## src/rtl/rca_config_bank.sv

```systemverilog
// Double-buffered configuration store for NUM_RCAS accelerators: beats fill a per-RCA
// shadow context, which is committed atomically to the active context once the RCA is idle.
// Optional shadow readback port is enabled by defining RCA_CFG_READBACK_EN.
module rca_config_bank #(
  parameter int NUM_RCAS    = 4,
  parameter int NUM_ENTRIES = 24,
  parameter int FIELD_W     = 5,
  parameter int RCA_W       = $clog2(NUM_RCAS),
  parameter int ADDR_W      = $clog2(NUM_ENTRIES)
) (
  input  logic                           clk,
  input  logic                           rst_n,
  input  logic                           cfg_valid,
  output logic                           cfg_ready,
  input  logic [RCA_W-1:0]               cfg_rca,
  input  logic [ADDR_W-1:0]              cfg_addr,
  input  logic [FIELD_W-1:0]             cfg_data,
  input  logic                           cfg_last,
  input  logic [NUM_RCAS-1:0]            rca_busy,
  input  logic [RCA_W-1:0]               rd_rca,
  output logic [NUM_ENTRIES*FIELD_W-1:0] rd_cfg,
  output logic [NUM_RCAS-1:0]            cfg_pending,
  output logic                           commit_done,
  output logic [RCA_W-1:0]               commit_rca,
  output logic                           cfg_err
`ifdef RCA_CFG_READBACK_EN
  ,
  input  logic                           rb_valid,
  input  logic [RCA_W-1:0]               rb_rca,
  input  logic [ADDR_W-1:0]              rb_addr,
  output logic [FIELD_W-1:0]             rb_data,
  output logic                           rb_data_valid
`endif
);

  localparam logic [1:0] ST_IDLE = 2'd0;
  localparam logic [1:0] ST_LOAD = 2'd1;
  localparam logic [1:0] ST_PEND = 2'd2;

  logic [1:0]         state, state_nxt;
  logic [RCA_W-1:0]   cur_rca;
  logic [FIELD_W-1:0] shadow [NUM_RCAS][NUM_ENTRIES];
  logic [FIELD_W-1:0] active [NUM_RCAS][NUM_ENTRIES];

  logic cfg_rca_ok, rd_rca_ok, cfg_addr_ok;
  logic beat, rca_match, wr_en, beat_err, commit;

  // Index range checks only exist when the parameter does not fill its index width.
  if (NUM_RCAS == (1 << RCA_W)) begin : g_rca_full
    assign cfg_rca_ok = 1'b1;
    assign rd_rca_ok  = 1'b1;
  end else begin : g_rca_part
    assign cfg_rca_ok = (int'(cfg_rca) < NUM_RCAS);
    assign rd_rca_ok  = (int'(rd_rca) < NUM_RCAS);
  end

  if (NUM_ENTRIES == (1 << ADDR_W)) begin : g_addr_full
    assign cfg_addr_ok = 1'b1;
  end else begin : g_addr_part
    assign cfg_addr_ok = (int'(cfg_addr) < NUM_ENTRIES);
  end

  assign cfg_ready = (state != ST_PEND);
  assign beat      = cfg_valid && cfg_ready;
  // In IDLE any valid RCA opens a load; afterwards beats must target the RCA being loaded.
  assign rca_match = (state == ST_IDLE) ? cfg_rca_ok : (cfg_rca == cur_rca);
  assign wr_en     = beat && rca_match && cfg_addr_ok;
  assign beat_err  = beat && !(rca_match && cfg_addr_ok);
  assign commit    = (state == ST_PEND) && !rca_busy[cur_rca];

  always_comb begin
    state_nxt = state;
    case (state)
      ST_IDLE: if (beat && rca_match) state_nxt = cfg_last ? ST_PEND : ST_LOAD;
      ST_LOAD: if (beat && rca_match && cfg_last) state_nxt = ST_PEND;
      ST_PEND: if (commit) state_nxt = ST_IDLE;
      default: state_nxt = ST_IDLE;
    endcase
  end

  always_ff @(posedge clk or negedge rst_n) begin
    if (!rst_n) begin
      state       <= ST_IDLE;
      cur_rca     <= '0;
      commit_done <= 1'b0;
      commit_rca  <= '0;
      cfg_err     <= 1'b0;
    end else begin
      state       <= state_nxt;
      commit_done <= commit;
      cfg_err     <= beat_err;
      if (commit) commit_rca <= cur_rca;
      if (beat && rca_match && (state == ST_IDLE)) cur_rca <= cfg_rca;
    end
  end

  always_ff @(posedge clk or negedge rst_n) begin
    if (!rst_n) begin
      for (int unsigned r = 0; r < NUM_RCAS; r++)
        for (int unsigned e = 0; e < NUM_ENTRIES; e++)
          shadow[r][e] <= '0;
    end else if (wr_en) begin
      shadow[cfg_rca][cfg_addr] <= cfg_data;
    end
  end

  always_ff @(posedge clk or negedge rst_n) begin
    if (!rst_n) begin
      for (int unsigned r = 0; r < NUM_RCAS; r++)
        for (int unsigned e = 0; e < NUM_ENTRIES; e++)
          active[r][e] <= '0;
    end else if (commit) begin
      for (int unsigned e = 0; e < NUM_ENTRIES; e++)
        active[cur_rca][e] <= shadow[cur_rca][e];
    end
  end

  always_comb begin
    cfg_pending = '0;
    if (state == ST_PEND) cfg_pending[cur_rca] = 1'b1;
  end

  always_comb begin
    rd_cfg = '0;
    if (rd_rca_ok)
      for (int unsigned e = 0; e < NUM_ENTRIES; e++)
        rd_cfg[e*FIELD_W +: FIELD_W] = active[rd_rca][e];
  end

`ifdef RCA_CFG_READBACK_EN
  logic rb_rca_ok, rb_addr_ok;

  if (NUM_RCAS == (1 << RCA_W)) begin : g_rb_rca_full
    assign rb_rca_ok = 1'b1;
  end else begin : g_rb_rca_part
    assign rb_rca_ok = (int'(rb_rca) < NUM_RCAS);
  end

  if (NUM_ENTRIES == (1 << ADDR_W)) begin : g_rb_addr_full
    assign rb_addr_ok = 1'b1;
  end else begin : g_rb_addr_part
    assign rb_addr_ok = (int'(rb_addr) < NUM_ENTRIES);
  end

  always_ff @(posedge clk or negedge rst_n) begin
    if (!rst_n) begin
      rb_data       <= '0;
      rb_data_valid <= 1'b0;
    end else begin
      rb_data_valid <= rb_valid;
      if (rb_valid) rb_data <= (rb_rca_ok && rb_addr_ok) ? shadow[rb_rca][rb_addr] : '0;
    end
  end
`endif

endmodule

```

## config.mk

```make
export PLATFORM = sky130hd
export DESIGN_NAME = rca_config_bank
export DESIGN_NICKNAME = d
export VERILOG_FILES = /design/src/rtl/rca_config_bank.sv
export SDC_FILE = /design/constraint.sdc
export NUM_CORES = 1
export LEC_CHECK = 0
export CAP_MARGIN = 20
export CORE_ASPECT_RATIO = 1.75
export CORE_MARGIN = 8
export CORE_UTILIZATION = 63
export CTS_BUF_LIST = sky130_fd_sc_hd__clkbuf_2
export DETAILED_ROUTE_END_ITERATION = 10
export GPL_ROUTABILITY_DRIVEN = 1
export PLACE_DENSITY = 0.82
export SETUP_SLACK_MARGIN = 0.2
export SLEW_MARGIN = 20
export SYNTH_ARGS = -nofsm -noshare
export SYNTH_HDL_FRONTEND = slang
export SYNTH_SLANG_ARGS = --single-unit
```

## constraint.sdc

```tcl
create_clock -name clk -period 2.5 [get_ports clk]
set_clock_uncertainty 0.2 [all_clocks]
set_input_delay 0.375 -clock clk [delete_from_list [all_inputs] [get_ports clk]]
set_output_delay 0.375 -clock clk [all_outputs]
set_load 0.005 [all_outputs]
```

==> results.json <==
{
  "outcome": "finished, violations left",
  "violations": "negative setup slack",
  "post-place-ws_ns": -0.505,
  "whs_ns": 0.116,
  "insertion_delay_ns": 1.37,
  "rows": 125,
  "fin_nets": 3751,
  "vias": 29800,
  "ys_warn_count": 0,
  "crit_type": "reg2out",
  "switchingPower_mw": 17.8,
  "crit_fanout": 2,
  "final_cell_mix": "dfrtp_1 (965), nor2_1 (486), a21oi_1 (481)",
  "slew_violations": 0,
  "fin_area_mm2": 0.0510,
  "totalWireLength_um": 119000,
  "worst_hold_path_type": "in2reg",
  "period_minus_slack_ns": 3.11,
  "syn_avg_cell_area_um2": 13.3,
  "wl_per_cell_um": 25.0,
  "drive_gt1_share_pct": 40.9,
  "clockPowerShare_pct": 19.2,
  "setup_violations": 660,
  "p_leak_nw": 24.7,
  "clockBufferDepth": 3,
  "portBuffers": 150,
  "place_area_mm2": 0.0461,
  "ys_ff_latch": 968,
  "cts_buffers": 199,
  "routabilityCongestion": 0.836,
  "grt_first_pass_wirelength_um": 179000,
  "max_cap_viol_count": 0,
  "start_util_pct": 63.5,
  "max_slew_margin_pct": 44.0,
  "min_path_cells": 4,
  "synth_fp_nets": 3196,
  "synth_edf_count": 0,
  "holdPathEnd": "shadow[25]$_DFFE_PN0P_",
  "r2r_start": "cur_rca[1]$_DFFE_PN0P_",
  "htreeDepth": 4,
  "core_region_area_mm2": 0.0663,
  "min_from": "cfg_addr[2]",
  "grt_max_degree": 107,
  "path_clk_slew_ns": 0.12,
  "rsz0062_at_grt": "yes",
  "finalPower_mw": 51.6,
  "antenna_found_initial": 1,
  "grt.total_usage_pct": 30.5,
  "io_pins": 151,
  "dp_hpwl_um": 67700,
  "hold_viol": 0,
  "fin_ws_ns": -0.614,
  "pwr-share-seq_pct": 45.1,
  "swShare_pct": 34.4,
  "r2r_setup_slack_ns": -0.20,
  "finalCoreUtilization_pct": 77.0,
  "seq_area_frac_synth_pct": 57.5,
  "synthCells": 3174,
  "cp.arrival_ns": 2.54,
  "tightest_slew_ns": 0.840,
  "vias_per_cell": 6.24,
  "root_buffer": "clkbuf_2",
  "max_freq_mhz": 321,
  "ant_nets": 0,
  "cp-end-kind": "output port",
  "overflow": 0,
  "die_area_mm2": 0.0757,
  "setup_tns_ns": -91.19,
  "combPwrFrac_pct": 35.7,
  "drt_pass1_iterations": 6,
  "die_w_um": 211,
  "die_h_um": 358,
  "final_common_cell": "dfrtp_1",
  "clock-sinks": 968,
  "r2r_cells": 11,
  "internal_power_mw": 33.9,
  "dp_cells": 4166,
  "power.density_mw_per_mm2": 1010,
  "drc": 0,
  "grt_pass1_vias": 32200,
  "ir_drop_mv": 0.601,
  "cts_tree": "built",
  "layout.cells.non_filler": 4768,
  "syn_area_mm2": 0.0421,
  "start_kind": "flop",
  "syn2layout_area_growth_pct": 21.2,
  "drt_iter0_drc": 2616,
  "synthArstFlopShare_pct": 100,
  "yosysUniqueCellTypes": 42,
  "r2r-end": "shadow[335]$_DFFE_PN0P_",
  "timing.final.crit_share_pct": 125,
  "cp.required_ns": 1.92,
  "synth_flop_cell": "dfrtp_1",
  "fillers": 3759
}
synth_stat cells (3+ instances only):
library cell / n / area (µm²)
mux4_2: 121 / 2730
nand2b_1: 5 / 31.3
nor3_2: 17 / 170
mux2i_1: 240 / 2400
nor2_1: 491 / 1840
clkbuf_1: 107 / 402
buf_1: 12 / 45.0
nand2_1: 12 / 45.0
buf_2: 89 / 445
buf_6: 5 / 56.3
nor3b_1: 3 / 22.5
buf_4: 19 / 143
or3b_2: 3 / 26.3
dfrtp_1: 968 / 24200
nand3b_4: 4 / 80.1
a21oi_1: 481 / 2410
nor2b_1: 4 / 25.0
nor3_4: 78 / 1270
mux2_2: 459 / 5170
mux2_1: 25 / 282
critical path, stage by stage, from the launching register on:
cell and delay, ns:
dfrtp_1 0.41, mux4_2 0.59, buf_6 0.17
cell families after synthesis:
logic type,after synthesis,synth area share (%)
multiplexers,845,25.1
buffers and inverters,234,2.61
XOR/XNOR,2,0.0416
AO/OA/AOI/OAI,489,5.90
flip-flops,968,57.5
AND/OR/NAND/NOR,636,8.80
layer usage:
metal  part of all wire, %  up-vias  routed length [µm]  track usage [%]
met5                     0        -                   0                0
met4                   5.0        0                5970             15.4
met3                   7.0      411                8360             6.07
met2                    52     1453               61700             52.7
met1                    36    15400               43300             36.0
li1                      -    12500                   -                -
worst max-delay path by stage:
stage,endpoint,slack [ns],startpoint
2_1_floorplan,shadow[180]$_DFFE_PN0P_,0.36,cfg_addr[2]
3_3_place_gp,shadow[74]$_DFFE_PN0P_,-0.34,cfg_addr[2]
3_5_place_dp,shadow[73]$_DFFE_PN0P_,-0.50,cfg_addr[2]
4_1_cts,rd_cfg[64],-0.66,active[59]$_DFFE_PN0P_
5_1_grt,rd_cfg[64],-0.67,active[59]$_DFFE_PN0P_
6_report,rd_cfg[58],-0.61,active[63]$_DFFE_PN0P_
layout make-up:
class / instances / area [µm²] / area share, %
clock inverters: 56 / 420 / 0.824
well taps: 889 / 1110 / 2.18
flip-flops and latches: 968 / 24200 / 47.5
inverters: 2 / 7.51 / 0.0147
multi-input cells: 1972 / 17600 / 34.4
diodes: 4 / 10.0 / 0.0196
clock buffers: 291 / 1460 / 2.85
repair buffers: 586 / 6230 / 12.2
timing repair:
action,in CTS,in global routing
buffers inserted,103,112
hold endpoints to repair,1931,0
setup endpoints to repair,520,909
gates resized for setup,679,158
hold buffers,25,0
gates cloned,9,2
pin swaps,31,26
registers in the layout (all words and copies together), names as in the netlist:
register	count
active	480
shadow	480
commit_rca	2
cur_rca	2
state	2
cfg_err	1
commit_done	1
power by group through the flow:
stage	sequential, mW	clock [mW]	combinational [mW]
after global routing	23.7	10.8	19.7
after detailed placement	23.5	0	15.1
after CTS	23.0	9.93	16.4
final	23.3	9.91	18.5
after floorplan	22.4	0	9.55
after global placement	22.9	0	14.5
(Power assumes the default switching activity.)
